`src/rtl/adpll_cfg_seq_pkg.sv`:
```
// Shared ADPLL defines: bus geometry, register map and sequencer state encodings.
package adpll_cfg_seq_pkg;

  localparam int ADDR_W = 5;
  localparam int FCWW   = 26;

  localparam logic [ADDR_W-1:0] ADPLL_SOFT_RST = 5'h00;
  localparam logic [ADDR_W-1:0] FCW            = 5'h01;
  localparam logic [ADDR_W-1:0] ADPLL_MODE     = 5'h02;
  localparam logic [ADDR_W-1:0] ADPLL_EN       = 5'h03;
  localparam logic [ADDR_W-1:0] ADPLL_LOCK     = 5'h04;
  localparam logic [ADDR_W-1:0] ADPLL_SAT      = 5'h05;

  typedef enum logic [3:0] {
    S_IDLE    = 4'd0,
    S_WR_RST  = 4'd1,
    S_WR_FCW  = 4'd2,
    S_WR_MODE = 4'd3,
    S_WR_EN   = 4'd4,
    S_RD_LOCK = 4'd5,
    S_WAIT    = 4'd6,
    S_RD_SAT  = 4'd7,
    S_FIN     = 4'd8
  } seq_state_t;

  typedef enum logic [1:0] {
    BM_IDLE = 2'd0,
    BM_REQ  = 2'd1,
    BM_GAP  = 2'd2
  } bm_phase_t;

endpackage

```
`src/rtl/adpll_cfg_seq_bus.sv`:
```
// adpll_bus_master: one register access per launch -- request until ready, then one idle gap cycle.
module adpll_bus_master #(
  parameter int AW = 5
) (
  input  logic          clk,
  input  logic          rst,
  input  logic          i_launch,
  input  logic          i_abort,
  input  logic          i_wr,
  input  logic [AW-1:0] i_addr,
  input  logic [31:0]   i_wdata,
  input  logic [31:0]   i_rdata,
  input  logic          i_ready,
  output logic          o_valid,
  output logic          o_wstrb,
  output logic [AW-1:0] o_address,
  output logic [31:0]   o_wdata,
  output logic          o_done,
  output logic          o_rbit
);
  import adpll_cfg_seq_pkg::*;

  bm_phase_t     r_phase;
  logic          r_valid;
  logic          r_wstrb;
  logic [AW-1:0] r_address;
  logic [31:0]   r_wdata;
  logic          r_rbit;

  // A new launch may be accepted while idle or in the gap cycle so back-to-back accesses cost 3 cycles.
  always_ff @(posedge clk or posedge rst) begin
    if (rst) begin
      r_phase   <= BM_IDLE;
      r_valid   <= 1'b0;
      r_wstrb   <= 1'b0;
      r_address <= '0;
      r_wdata   <= 32'd0;
      r_rbit    <= 1'b0;
    end else if (i_abort) begin
      r_phase <= BM_IDLE;
      r_valid <= 1'b0;
    end else begin
      case (r_phase)
        BM_IDLE, BM_GAP: begin
          if (i_launch) begin
            r_phase   <= BM_REQ;
            r_valid   <= 1'b1;
            r_wstrb   <= i_wr;
            r_address <= i_addr;
            r_wdata   <= i_wdata;
          end else begin
            r_phase <= BM_IDLE;
          end
        end
        BM_REQ: begin
          if (i_ready) begin
            r_phase <= BM_GAP;
            r_valid <= 1'b0;
            r_rbit  <= i_rdata[0];
          end
        end
        default: begin
          r_phase <= BM_IDLE;
          r_valid <= 1'b0;
        end
      endcase
    end
  end

  assign o_valid   = r_valid;
  assign o_wstrb   = r_wstrb;
  assign o_address = r_address;
  assign o_wdata   = r_wdata;
  assign o_done    = (r_phase == BM_GAP);
  assign o_rbit    = r_rbit;

endmodule

```
`src/rtl/adpll_cfg_seq.sv`:
```
// ADPLL configuration sequencer: reset, program FCW/mode, enable, poll for lock, read saturation flag.
module adpll_cfg_seq #(
  parameter int ADDR_W   = adpll_cfg_seq_pkg::ADDR_W,
  parameter int FCWW     = adpll_cfg_seq_pkg::FCWW,
  parameter int POLL_MAX = 255,
  parameter int POLL_GAP = 15
) (
  input  logic              clk,
  input  logic              rst,
  input  logic              start,
  input  logic              abort,
  input  logic [FCWW-1:0]   fcw_in,
  input  logic [1:0]        mode_in,
  output logic              busy,
  output logic              done,
  output logic              locked,
  output logic              timeout,
  output logic              sat,
  output logic              m_valid,
  output logic [ADDR_W-1:0] m_address,
  output logic [31:0]       m_wdata,
  output logic              m_wstrb,
  input  logic [31:0]       m_rdata,
  input  logic              m_ready
);
  import adpll_cfg_seq_pkg::*;

  localparam int CW = $clog2(POLL_MAX + 1);
  localparam int GW = (POLL_GAP > 1) ? $clog2(POLL_GAP) : 1;
  localparam logic [CW-1:0] POLL_LAST = CW'(POLL_MAX);

  seq_state_t        r_state;
  logic [FCWW-1:0]   r_fcw;
  logic [1:0]        r_mode;
  logic [CW-1:0]     r_poll_cnt;
  logic [GW-1:0]     r_wait_cnt;
  logic              r_done;
  logic              r_locked;
  logic              r_timeout;
  logic              r_sat;

  logic              w_launch;
  logic              w_wr;
  logic [ADDR_W-1:0] w_addr;
  logic [31:0]       w_wdata;
  logic              w_bm_done;
  logic              w_rbit;
  logic              w_wait_exp;
  logic              w_poll_last;

  assign w_wait_exp  = ((32'(r_wait_cnt) + 32'd1) >= 32'(POLL_GAP));
  assign w_poll_last = ((32'(r_poll_cnt) + 32'd1) >= 32'(POLL_MAX));

  // Launch the next access on the same edge the FSM enters its state, so m_valid rises with it.
  always_comb begin
    w_launch = 1'b0;
    w_wr     = 1'b0;
    w_addr   = ADDR_W'(ADPLL_SOFT_RST);
    w_wdata  = 32'd0;
    if (abort) begin
      w_launch = 1'b0;
    end else begin
      case (r_state)
        S_IDLE: begin
          w_launch = start;
          w_wr     = 1'b1;
          w_addr   = ADDR_W'(ADPLL_SOFT_RST);
          w_wdata  = 32'd1;
        end
        S_WR_RST: begin
          w_launch = w_bm_done;
          w_wr     = 1'b1;
          w_addr   = ADDR_W'(FCW);
          w_wdata  = 32'(r_fcw);
        end
        S_WR_FCW: begin
          w_launch = w_bm_done;
          w_wr     = 1'b1;
          w_addr   = ADDR_W'(ADPLL_MODE);
          w_wdata  = {30'd0, r_mode};
        end
        S_WR_MODE: begin
          w_launch = w_bm_done;
          w_wr     = 1'b1;
          w_addr   = ADDR_W'(ADPLL_EN);
          w_wdata  = 32'd1;
        end
        S_WR_EN: begin
          w_launch = w_bm_done;
          w_addr   = ADDR_W'(ADPLL_LOCK);
        end
        S_RD_LOCK: begin
          w_launch = w_bm_done & w_rbit;
          w_addr   = ADDR_W'(ADPLL_SAT);
        end
        S_WAIT: begin
          w_launch = w_wait_exp;
          w_addr   = ADDR_W'(ADPLL_LOCK);
        end
        default: begin
          w_launch = 1'b0;
        end
      endcase
    end
  end

  // Sequencer FSM; done/timeout are set on the edge into FIN so they are visible during FIN.
  always_ff @(posedge clk or posedge rst) begin
    if (rst) begin
      r_state    <= S_IDLE;
      r_fcw      <= '0;
      r_mode     <= 2'd0;
      r_poll_cnt <= '0;
      r_wait_cnt <= '0;
      r_done     <= 1'b0;
      r_locked   <= 1'b0;
      r_timeout  <= 1'b0;
      r_sat      <= 1'b0;
    end else if (abort) begin
      r_state <= S_IDLE;
      r_done  <= 1'b0;
    end else begin
      r_done <= 1'b0;
      case (r_state)
        S_IDLE: begin
          if (start) begin
            r_fcw      <= fcw_in;
            r_mode     <= mode_in;
            r_locked   <= 1'b0;
            r_timeout  <= 1'b0;
            r_sat      <= 1'b0;
            r_poll_cnt <= '0;
            r_state    <= S_WR_RST;
          end
        end
        S_WR_RST:  if (w_bm_done) r_state <= S_WR_FCW;
        S_WR_FCW:  if (w_bm_done) r_state <= S_WR_MODE;
        S_WR_MODE: if (w_bm_done) r_state <= S_WR_EN;
        S_WR_EN:   if (w_bm_done) r_state <= S_RD_LOCK;
        S_RD_LOCK: begin
          if (w_bm_done) begin
            if (r_poll_cnt != POLL_LAST) r_poll_cnt <= r_poll_cnt + CW'(1);
            if (w_rbit) begin
              r_state <= S_RD_SAT;
            end else if (w_poll_last) begin
              r_timeout <= 1'b1;
              r_done    <= 1'b1;
              r_state   <= S_FIN;
            end else begin
              r_wait_cnt <= '0;
              r_state    <= S_WAIT;
            end
          end
        end
        S_WAIT: begin
          if (w_wait_exp) r_state <= S_RD_LOCK;
          else r_wait_cnt <= r_wait_cnt + GW'(1);
        end
        S_RD_SAT: begin
          if (w_bm_done) begin
            r_sat    <= w_rbit;
            r_locked <= 1'b1;
            r_done   <= 1'b1;
            r_state  <= S_FIN;
          end
        end
        S_FIN:   r_state <= S_IDLE;
        default: r_state <= S_IDLE;
      endcase
    end
  end

  adpll_bus_master #(.AW(ADDR_W)) u_bus (
    .clk       (clk),
    .rst       (rst),
    .i_launch  (w_launch),
    .i_abort   (abort),
    .i_wr      (w_wr),
    .i_addr    (w_addr),
    .i_wdata   (w_wdata),
    .i_rdata   (m_rdata),
    .i_ready   (m_ready),
    .o_valid   (m_valid),
    .o_wstrb   (m_wstrb),
    .o_address (m_address),
    .o_wdata   (m_wdata),
    .o_done    (w_bm_done),
    .o_rbit    (w_rbit)
  );

  assign busy    = (r_state != S_IDLE);
  assign done    = r_done;
  assign locked  = r_locked;
  assign timeout = r_timeout;
  assign sat     = r_sat;

endmodule

```
`config.mk`:
```
export PLATFORM = sky130hd
export DESIGN_NAME = adpll_cfg_seq
export DESIGN_NICKNAME = d
export VERILOG_FILES = /design/src/rtl/adpll_cfg_seq_pkg.sv /design/src/rtl/adpll_cfg_seq_bus.sv /design/src/rtl/adpll_cfg_seq.sv
export SDC_FILE = /design/constraint.sdc
export NUM_CORES = 1
export LEC_CHECK = 0
export CORE_ASPECT_RATIO = 1.75
export CORE_MARGIN = 8
export CORE_UTILIZATION = 30
export CTS_CLUSTER_SIZE = 40
export DETAILED_ROUTE_END_ITERATION = 7
export SKIP_LAST_GASP = 1
export SLEW_MARGIN = 0
export SYNTH_ARGS = -nofsm -noshare
export SYNTH_HDL_FRONTEND = slang
export SYNTH_SLANG_ARGS = --single-unit
```
`constraint.sdc`:
```
create_clock -name clk -period 2.95 [get_ports clk]
set_input_delay 0.59 -clock clk [delete_from_list [all_inputs] [get_ports clk]]
set_output_delay 0.59 -clock clk [all_outputs]
set_load 0.005 [all_outputs]
```
### Word level (Yosys, flattened, before mapping)

Index checks and enable logic that the tools add are counted.

| word-level totals | value |
|---|---|
| register bits | 90 |
| input bits | 65 |
| output and inout bits | 44 |
| logic and storage cells | 120 |

| cells by class | value |
|---|---|
| $add $sub $neg | 4 |
| $lt $le $gt $ge | 2 |
| eq/ne operators | 28 |
| mux-type cells | 49 |
| bitwise gates (word level) | 2 |
| reductions and logical operators | 20 |

Operator list:

| kind | number |
|---|---|
| 26-bit one-hot mux with 3 select lines | 1 |
| 4-bit two-way mux | 15 |
| 4-bit one-hot mux with 8 select lines | 1 |
| 3-bit != test, second input constant | 9 |
| 8-bit two-way mux | 3 |
| 1-bit two-way mux | 17 |
| 4-bit by 3-bit equality test with 1-bit output, second input constant | 4 |
| 2-bit != test, second input constant | 8 |
| 8-bit one-hot mux with 2 select lines | 1 |
| 3-bit one-hot mux with 5 select lines | 1 |
| 6-bit AND reduction | 2 |
| 1-bit one-hot mux with 2 select lines | 5 |
| 8-bit by 1-bit adder with 9-bit output, second input constant | 1 |
| 9-bit by 8-bit greater-or-equal comparator with 1-bit output, second input constant | 1 |
| 3-bit AND reduction | 3 |
| 8-bit by 1-bit adder with 8-bit output, second input constant | 1 |
| 4-bit by 2-bit equality test with 1-bit output, second input constant | 2 |
| 8-bit != test, second input constant | 1 |
| 4-bit one-hot mux with 2 select lines | 1 |
| 8-bit AND reduction | 1 |
| 4-bit OR reduction | 2 |
| 2-bit nonzero test | 3 |
| 2-bit OR reduction | 3 |
| 4-bit by 1-bit adder with 5-bit output, second input constant | 1 |
| other kinds (17) | 18 |

### Depth between registers and ports, before layout

Gate-level depths: netlist of the first run.

| depth | value |
|---|---|
| depth in word-level cells | 7 |
| depth in mapped cells | 10 |
| gate-level depth less buffers | 8 |

### Cells and area by module

A second synthesis of the first run with hierarchy kept.

| second synthesis, totals | value |
|---|---|
| cells, all modules | 359 |
| area, all modules | 4271.6 um^2 |

Modules (own cells, without submodules):

| module | times used | cells an instance | area each (um^2) | seq. area each (um^2) |
|---|---|---|---|---|
| adpll_cfg_seq | 1 | 264 | 2663.8 | 1201.2 |
| adpll_bus_master | 1 | 95 | 1607.8 | 1051.0 |

### Least setup slack after synthesis of the first run

OpenSTA, ideal clock, no wires.

| timing path | value |
|---|---|
| path kind | register -> register |
| from | register r_wait_cnt[0] |
| to | register u_bus.r_wdata[23], in the netlist u_bus.o_wdata[23] |
| library setup time | 0.121 ns |
| arrival time | 1.942 ns |
| data required time | 2.829 ns |
| setup slack | 0.887 ns |
| cell stages (with the launch flop) | 10 |
| buffers on the path | 1 |
| clock period less this slack | 2.063 ns |
| path through | dfrtp_1 -> inv_1 -> ha_1 -> o21bai_2 -> a21oi_2 -> o211ai_2 -> o2bb2ai_2 -> nand2_2 -> clkbuf_1 -> a22o_1 |

| on the way | value |
|---|---|
| cells in the longest elaborated chain, start to end | 5 |

RTL lines:

| what | RTL line | source |
|---|---|---|
| start: declaration | adpll_cfg_seq.sv:36 | `logic [GW-1:0] r_wait_cnt;` |
| start signal: assignment | adpll_cfg_seq.sv:157 | `else r_wait_cnt <= r_wait_cnt + GW'(1);` |
| 4-bit by 1-bit adder with 5-bit output | adpll_cfg_seq.sv:51 | `assign w_wait_exp = ((32'(r_wait_cnt) + 32'd1) >= 32'(POLL_GAP));` |
| 5-bit by 4-bit greater-or-equal comparator with 1-bit output | adpll_cfg_seq.sv:51 |  |
| 1-bit one-hot mux with 4 select lines | adpll_cfg_seq.sv:63 | `case (r_state)` |
| 1-bit two-way mux | adpll_cfg_seq.sv:60 | `if (abort) begin` |
| 3-bit AND reduction (no source line) | - |  |
| end signal: assignment | adpll_cfg_seq_bus.sv:50 | `r_wdata <= i_wdata;` |
| end: declaration | adpll_cfg_seq_bus.sv:27 | `logic [31:0] r_wdata;` |

No other way between the ends.
A chain may end at the register's enable or synchronous reset.

### Worst setup path after layout of the first run

| timing path | value |
|---|---|
| from | register r_state[1] |
| to | output port busy |

| on the way | value |
|---|---|
| cells in the longest elaborated chain, start to end | 1 |

RTL lines:

| what | RTL line | source |
|---|---|---|
| start: declaration | adpll_cfg_seq.sv:32 | `seq_state_t r_state;` |
| start signal: assignment | adpll_cfg_seq.sv:110 | `r_state <= S_IDLE;` |
| start signal: assignment | adpll_cfg_seq.sv:120 | `r_state <= S_IDLE;` |
| start signal: assignment | adpll_cfg_seq.sv:133 | `r_state <= S_WR_RST;` |
| 4-bit nonzero test | adpll_cfg_seq.sv:191 | `assign busy = (r_state != S_IDLE);` |
| end: declaration | adpll_cfg_seq.sv:14 | `output logic busy,` |

No other way between the ends.

==> summary.txt, run 1 <==
Worst Setup End Kind: output pin
Setup TNS: 0 ns
Post-DR vias/cell: 4.89
Final slew viol count: 0
Leakage: 2.21 nW
Mapped Area: 3930 sq um
Top cells by count, synth: 82 x dfrtp_1, 25 x a22o_1, 23 x mux2_2
Register-to-register setup slack: 0.57 ns
Final nets: 463
DIE WIDTH: 103 microns
Final GP Congestion: 0.789
WL per Instance: 16.6 microns
Grt peak-use layer: met2
Routed Antenna Nets: 0
Post-Synthesis Mean Instance Area: 12.0 sq um
Met2 usage in global routing: 21.0%
Worst Path Arrival: 1.90 ns
Hold_buf cts: 0
Number of synthesized flops with an enable pin: 0
Core area: 12900 sq um
Area contributors post-synth: dfrtp_1 52%, mux2_2 6.6%, a22o_1 5.6%, mux2_4 4.6%, buf_6 2.0%
F_max: 401 MHz
I/O pins: 109
Skew final: 0.00630 ns
Sink Count: 82
Fin. Hold Viols: 0
Area leader, netlist: dfrtp_1
Post-CTS sizing: 0
Clock transition at path regs: 0.06 ns
Mapped Cells: 327
CP Launch Type: flip-flop
First-pass GRT wire length: 16.1 mm
Initial core utilization: 30.6%
Global routing met1 resource utilization: 13.1%
Setup bufs post-CTS: 0
Initial DRC count: 132
Post-detailed-routing wire length: 9.47 mm
Share of cells above drive strength 1: 18.5%
Worst hold-check path type: reg2reg
RSZ-0062 raised after global routing: false
Diode count: 0
Post-route DRC violation count: 0
PwrDens: 772 nW/um^2
Max-cap violations: 0
Total grt overflow: 0
Vias in the first global route: 2997
Critical Path RT: 2.36 ns
CTS tree: yes
Number of H-tree levels: 3
Critical path class: reg2out
Crit share post-route: 84.5%
GRT Util Overall: 12.1%
Clock Tree Buf Depth: 2
CTS buffer count: 9
Synth top area share: 52.2%
Port Buffer Count: 69
Final setup fails: 0
Hpwl dp: 6.87 mm
Fraction of the yosys area taken by sequential cells: 52.2%
DR pass1 iterations: 4
Yosys reg bits: 82
Max transition margin: 60.4%
Die height: 167 microns
Initial antenna violation count: 0
Die area: 17200 sq um
Max VDD drop: 0.417 mV
Most used DFF post-synth: dfrtp_1
Skew-Pair Late Insertion Delay: 0.33 ns
Most numerous cell in the Yosys netlist: dfrtp_1
Cell variety after synth: 62
GRT met3 Usage: 2.87%
Worst Max-Slew Pin Slew: 0.594 ns
Worst Path Max Fanout: 19
DR vias: 2787
Status: complete, no violations
Rows: 55
Crit path time final: 2.49 ns
Largest net degree at the start of global routing: 53
Min Hold Slack: 0.487 ns
Root Driver: clkbuf_16
Asr flop ratio synth: 100%
Area grow syn2layout: 29.2%
Yosys warns: 0
## stage by stage
stage                     setup WS [ns]  util [%]  power, mW  cell area, sq um  cells
after floorplan                   0.252         -       2.20              3960    334
after global placement            0.448      36.9       2.68              4750    554
after detailed placement          0.407      36.9       2.71              4750    554
after CTS                         0.456      39.5       3.99              5080    570
after global routing              0.343      39.5       4.15              5080    570
final                             0.456      39.5       3.92              5080    570
## path summary, 6_finish.rpt
kind / end / from / cells after the start
worst min register to register: u_bus.o_wdata[4] / r_fcw[4] / 1
worst min-delay path: u_bus.o_wdata[4] / r_fcw[4] / 1
max in group asynchronous: u_bus.o_wdata[12] / rst / 3
min in group asynchronous: r_fcw[22] / rst / 2
worst max-delay path: busy / r_state[1] / 3
worst max register to register: u_bus.o_wdata[22] / r_wait_cnt[0] / 9
## report_power, final
part	switching (mW)	internal [mW]	total [mW]	leakage [nW]
Sequential	0.225	1.45	1.67	1.05
Clock	0.431	0.822	1.25	0.166
Combinational	0.348	0.649	0.997	0.993
Total	1.00	2.92	3.92	2.21
## logic make-up after synthesis
group	Yosys count	synth area share, %
DFF	82	52.2
xor gates and xnor gates	1	0.223
buffers and inverters	38	6.01
adders and majority gates	4	1.27
AOI/OAI and AO/OA	83	16.6
other	1	0.0954
and+or+nand+nor	80	11.6
muxes	38	11.9
## layer usage
metal / part of all wire, % / vias to the layer above / wire, microns
met5: 0 / - / 0
met1: 39 / 1401 / 3700
li1: - / 1317 / -
met2: 55 / 55 / 5200
met3: 3.7 / 14 / 348
met4: 2.4 / 0 / 226
## sequential cells by signal (all words and copies together) (netlist names)
signal / cells
done: 1
locked: 1
r_fcw: 26
r_mode: 2
r_poll_cnt: 8
r_state: 4
r_wait_cnt: 4
sat: 1
timeout: 1
u_bus.o_address: 3
u_bus.o_rbit: 1
u_bus.o_valid: 1
u_bus.o_wdata: 26
u_bus.o_wstrb: 1
u_bus.r_phase: 2
## layout by cell type (no fill, tap or decap), types with 5 or more instances in the layout
cell type / instances
nand3_1: 8
nand2_1: 14
inv_1: 10
nand2b_1: 6
dfrtp_1: 82
buf_4: 5
o21ai_0: 12
clkdlybuf4s50_1: 69
clkbuf_16: 9
nor2b_1: 10
mux2_4: 12
mux2_2: 23
nor2_1: 13
o21ai_1: 5
a22o_1: 25
a21oi_1: 9
conb_1: 8
## worst max-delay path, stage by stage (launching register included)
cell             delay [ns]
dfrtp_1                0.59
nor4_4                 0.38
inv_1                  0.13
clkdlybuf4s50_1        0.47
## area by class of cell
| cell class | count | area [sq um] |
|---|---|---|
| repair buffers | 76 | 768 |
| well taps | 171 | 214 |
| inverters | 11 | 42.5 |
| flip-flops and latches | 82 | 2050 |
| clock inverters | 6 | 105 |
| clock buffers | 10 | 229 |
| fillers | 1243 | 7790 |
| multi-input cells | 214 | 1670 |
Note: power is estimated with default switching activity, not from simulation.
==> run 2, diff against run 1 <==
==> constraint.sdc (replaced) <==
create_clock -name clk -period 2.07 [get_ports clk]
set_input_delay 0.414 -clock clk [delete_from_list [all_inputs] [get_ports clk]]
set_output_delay 0.414 -clock clk [all_outputs]
set_load 0.005 [all_outputs]
==> run 2 against run 1 <==
  * Clock-buffer cell count shrank 1
  * Highest routed layer unchanged
  * Setup slack lost 0.40 ns
  * Clock power grew 27%
  * Flip-flop and latch count is the same
==> summary.txt, run 2 (synthesized netlist as in run 1, its figures left out) <==
Worst-path cell chain: inv_2 -> ha_4 -> o21bai_4 -> a21oi_2 -> o211ai_2 -> o2bb2ai_2 -> nand2_4 -> buf_6 -> mux2_4
Core area: 12900 sq um (unchanged)
Number of H-tree levels: 3 (unchanged)
CP Launch Type: flip-flop
Rows: 55 (unchanged)
Fin area: 5450 sq um (+7.3%)
Placed instance area: 4980 sq um (+5.0%)
Final non-filler cell total: 605 (+6.1%)
Critical Path RT: 2.30 ns (-0.06 ns)
First-pass GRT wire length: 16.0 mm (-0.21%)
DR vias: 2956 (+6.1%)
Hpwl dp: 7.22 mm (+5.2%)
Vias in the first global route: 3146 (+5.0%)
Crit path time final: 2.02 ns
GRT Util Overall: 12.2% (+0.081 points)
Total grt overflow: 0 (unchanged)
Die height: 167 microns (unchanged)
Final nets: 498 (+7.6%)
Skew-Pair Late Insertion Delay: 0.35 ns (+0.02 ns)
Most frequent cells in the layout: 76 x dfrtp_1, 68 x clkdlybuf4s50_1, 35 x buf_4
DR pass1 iterations: 6 (+2)
Crit-path max cell delay: 0.40 ns (-0.19 ns)
Post-route DRC violation count: 0 (unchanged)
Crit share post-route: 97.4%
Clock Tree Buf Depth: 2 (unchanged)
P_sw: 1.60 mW (+59%)
PwrDens: 1010 nW/um^2 (+31%)
Crit-path slowest cell: dfrtp_1
Worst Path Arrival: 2.24 ns (+0.34 ns)
Crit path from: r_wait_cnt[0]
Critical path class: reg2reg
Post-DR vias/cell: 4.89 (about the same)
Hold_buf cts: 0 (unchanged)
R2r startpoint: r_wait_cnt[0]
Leakage: 2.38 nW (+7.5%)
Worst Path Max Fanout: 5 (-14)
Skew final: 0.00997 ns (+0.00368 ns)
Seq pwr share: 42.4% (-0.2 points)
Sink Count: 82 (unchanged)
Max VDD drop: 0.509 mV (+22%)
Final setup fails: 0 (unchanged)
Post-detailed-routing wire length: 10.0 mm (+5.9%)
Fin. Hold Viols: 0 (unchanged)
Diode count: 0 (unchanged)
Commonest non-fill, non-tap cell in the layout: dfrtp_1
WL per Instance: 16.6 microns (-0.19%)
Final GP Congestion: 0.859 (+8.8%)
F_max: 496 MHz
Worst Setup End Kind: flip-flop
Fin util: 42.4% (+2.9 points)
Area grow syn2layout: 38.7%
DIE WIDTH: 103 microns (unchanged)
Initial antenna violation count: 0 (unchanged)
Die area: 17200 sq um (unchanged)
Final slew viol count: 0 (unchanged)
RSZ-0062 raised after global routing: true
Net Sw Frac: 28.9% (+3.3 points)
Fill cell count: 1214 (-2.3%)
Initial DRC count: 107 (-19%)
Design Power: 5.53 mW (+41%)
Combinational share of power: 28.9% (+3.5 points)
Clk network pwr share: 28.7% (-3.3 points)
Status: complete, no violations
Largest net degree at the start of global routing: 43 (-19%)
Root Driver: clkbuf_16
Internal power: 3.94 mW (+35%)
Routed Antenna Nets: 0 (unchanged)
Clock transition at path regs: 0.07 ns (about the same)
Worst hold-check path type: in2async
I/O pins: 109 (unchanged)
CTS buffer count: 9 (unchanged)
Port Buffer Count: 69 (unchanged)
Initial core utilization: 30.6% (unchanged)
Max-cap violations: 0 (unchanged)
CTS tree: yes
Share of cells above drive strength 1: 29.3% (+11 points)
Dpl cells: 582 (+5.1%)
-- run 2: through the flow --
step           hold slack, ns  TNS, ns  setup WS (ns)
2_1_floorplan           0.453        0        0.00693
3_3_place_gp            0.467    -2.36         -0.113
3_5_place_dp            0.471    -2.61         -0.123
4_1_cts                 0.349        0         0.0181
5_1_grt                 0.369   -0.549        -0.0503
6_report                0.348        0         0.0545
-- run 2: area by class of cell --
| cell class | count | area, sq um | share of cell area [%] |
|---|---|---|---|
| Clock buffer | 9 | 225 | 4.13 |
| Clock inverter | 7 | 71.3 | 1.31 |
| Inverter | 11 | 45.0 | 0.826 |
| Multi-Input combinational cell | 214 | 1750 | 32.0 |
| Sequential cell | 82 | 2060 | 37.8 |
| Tap cell | 171 | 214 | 3.92 |
| Timing Repair Buffer | 111 | 1090 | 20.1 |
-- run 2: worst paths after layout --
| path | to | slack (ns) | cells after the start |
|---|---|---|---|
| setup reg to reg | u_bus.o_address[1] | 0.05 | 9 |
| setup / recovery | u_bus.o_address[1] | 0.05 | 9 |
| max in group asynchronous | r_state[2] | 1.23 | 3 |
| hold / removal | u_bus.o_wdata[0] | 0.35 | 2 |
| min in group clk | u_bus.o_wdata[8] | 0.48 | 1 |
| hold reg to reg | u_bus.o_wdata[8] | 0.48 | 1 |
-- run 2: what timing repair did --
item                       4_1_cts  5_1_grt
pin swaps                        1        7
resized for setup                6       17
cloned                           0        2
setup endpoints to repair        1       47
buffers inserted                 1        4
-- run 2: worst max-delay path: cells and delay by family (launching register included) --
| family | cells | cell delay (ns) |
|---|---|---|
| fa+ha+maj | 1 | 0.21 |
| buf+inv | 2 | 0.24 |
| mux | 1 | 0.28 |
| flops | 1 | 0.40 |
| simple gates | 1 | 0.13 |
| compound gates | 4 | 0.62 |
-- run 2: per-layer routing --
metal | GRT usage (%) | up-vias | part of all wire, %
met5 | 0 | - | 0
met4 | 6.56 | 0 | 2.8
met3 | 2.78 | 16 | 4.9
met2 | 21.0 | 69 | 54
met1 | 13.1 | 1485 | 39
li1 | - | 1386 | -
-- run 2: power groups by stage --
stage          Sequential [mW]  Clock [mW]  Combinational, mW
4_1_cts                   2.34        1.64               1.57
3_3_place_gp              2.34           0               1.53
3_5_place_dp              2.36           0               1.57
6_report                  2.34        1.59               1.60
5_1_grt                   2.41        1.70               1.73
2_1_floorplan             2.33           0              0.809
==> patch: new RTL, flow settings as in run 2 <==
Make the reset (`rst`) synchronous in 2 clocked blocks.
--- a/src/rtl/adpll_cfg_seq_bus.sv
+++ b/src/rtl/adpll_cfg_seq_bus.sv
@@ -30,3 +30,3 @@
   // A new launch may be accepted while idle or in the gap cycle so back-to-back accesses cost 3 cycles.
-  always_ff @(posedge clk or posedge rst) begin
+  always_ff @(posedge clk) begin
     if (rst) begin
--- a/src/rtl/adpll_cfg_seq.sv
+++ b/src/rtl/adpll_cfg_seq.sv
@@ -107,3 +107,3 @@
   // Sequencer FSM; done/timeout are set on the edge into FIN so they are visible during FIN.
-  always_ff @(posedge clk or posedge rst) begin
+  always_ff @(posedge clk) begin
     if (rst) begin
Behaviour: differs if rst is asserted again (counterexample within 4 cycles, from zero or initial values and one cycle with rst high); with rst held inactive, the same outputs for 4 cycles.
==> patch against run 2 <==
  * The run now ends with negative setup slack left
  * Wire length increased by 5.8%
  * First-iteration DRC count increased by 56%
  * Setup slack got worse by 0.084 ns
  * Utilization increased by 2.1 points
  * Count of clock-buffer cells in the layout increased by 1
  * Die area decreased by 5.1%
  * Synthesized cell count increased by 39%
  * Final area decreased by 2.2%
  * Synthesized area decreased by 5.8%
  * Sequential cell count unchanged
  * Largest cell class is now multi-input combinational cells
Power is not compared: it rests on default switching activity, and its combinational part moved more than twofold at a synthesized area within 25%.
==> patch: results (changes against run 2) <==
| Metric | Value |
|---|---|
| Mux cell area share after synthesis | `2.20% (-9.7 points)` |
| Worst-skew pair later-pin latency | `0.33 ns (-0.02 ns)` |
| Asr flop ratio synth | `0% (-100 points)` |
| Adder-cell share of the synthesized area | `1.35% (+0.079 points)` |
| Total track usage | `12.9% (+0.70 points)` |
| GPL Wtd Cong | `0.852 (-0.76%)` |
| Ranking of synthesized cells by area | `dfxtp_1 44%, nand2_1 7.0%, nand2b_1 5.7%` |
| Post-Synthesis Cells | `456 (+39%)` |
| Status | `finished with violations` |
| R2R Path End | `u_bus.o_valid$_SDFFE_PP0P_` |
| Hold_ws | `0.454 ns (+0.106 ns)` |
| Violated checks | `negative setup slack` |
| First-pass GRT wire length | `16.7 mm (+4.2%)` |
| Top FF cell, synth | `dfxtp_1` |
| Tot Pwr | `around 3.4 mW` |
| Pre-CTS setup slack | `-0.422 ns (-0.299 ns)` |
| Min-delay worst type | `reg -> reg` |
| Placed cells | `709 (+22%)` |
| Hold EP | `r_fcw[1]$_SDFFE_PP0P_` |
| XOR/XNOR Fraction of Synth Area | `0.946% (+0.72 points)` |
| Endpoints failing setup | `5 (+5)` |
| Delay of the slowest critical-path stage | `0.38 ns (-0.02 ns)` |
| Synth cell count leaders | `82 x dfxtp_1, 69 x nand2_1, 42 x a21oi_1` |
| Final TNS setup | `-0.0461 ns (-0.0461 ns)` |
| Synth unique cells | `51 (-18%)` |
| Critical-path top delay cell | `o311a_4` |
| Pin count of the biggest net entering global routing | `33 (-23%)` |
| # nets final | `626 (+26%)` |
| Comb group | `358 µW` |
| Crit path launch | `r_wait_cnt[0]$_SDFFE_PP0P_` |
| DRT iter0 DRCs | `167 (+56%)` |
| Clk_skew | `0.00958 ns (-0.000398 ns)` |
| Worst R2R Path Depth | `8 (-1)` |
| Register area share after synthesis | `44.3% (-7.9 points)` |
| Vias post-DR | `3516 (+19%)` |
| Final wirelength | `10.6 mm (+5.8%)` |
| Finished Layout Cells | `726 (+20%)` |
| Largest delay share family, worst path | `compound AO/OA/AOI/OAI gates` |
| Final hold violations | `0 (unchanged)` |
| Post-route setup slack | `-0.0297 ns (-0.0842 ns)` |
| Maximum VDD drop | `between 0.0003 and 0.0004 V` |
| HPWL Detailed | `7.79 mm (+7.8%)` |
| First drt pass iteration count | `4 (-2)` |
| Layout cells sized above 1 | `16.2% (-13 points)` |
| CTS buffer count | `9 (unchanged)` |
| Cell area after placement | `4930 µm² (-1.2%)` |
| Compound-Gate Fraction of Synth Area | `18.1% (+1.5 points)` |
| Crit-path max FO | `7 (+2)` |
patch: cell types whose count changed after synthesis, moves of 24 or more:
cell | before | now
nand2b_1 | 6 | 34
o21ai_0 | 12 | 36
nand3_1 | 8 | 34
dfxtp_1 | 0 | 82
a22o_1 | 25 | 0
dfrtp_1 | 82 | 0
nand2_1 | 14 | 69
a21oi_1 | 9 | 42
patch: cell type report:
class | instances | area [µm²]
fill | 1193 | 6670
multi-input combinational | 338 | 1970
sequential | 82 | 1650
timing repair buffer | 120 | 1210
clock buffer | 10 | 239
tap | 165 | 206
clock inverter | 5 | 31.3
inverter | 6 | 22.5
patch: timing repair:
action / 4_1_cts / 5_1_grt
gates resized for setup: 12 / 14
pin swaps: 7 / 10
cloned: 1 / 1
setup buffers: 2 / 0
endpoints found under the setup margin: 63 / 41
patch: metal layers:
metal	vias up	GRT usage, %	wire, µm
met3	24	2.91	492
met1	1636	12.4	4010
met5	-	0	0
met2	82	24.0	5780
met4	0	7.75	330
li1	1774	-	-
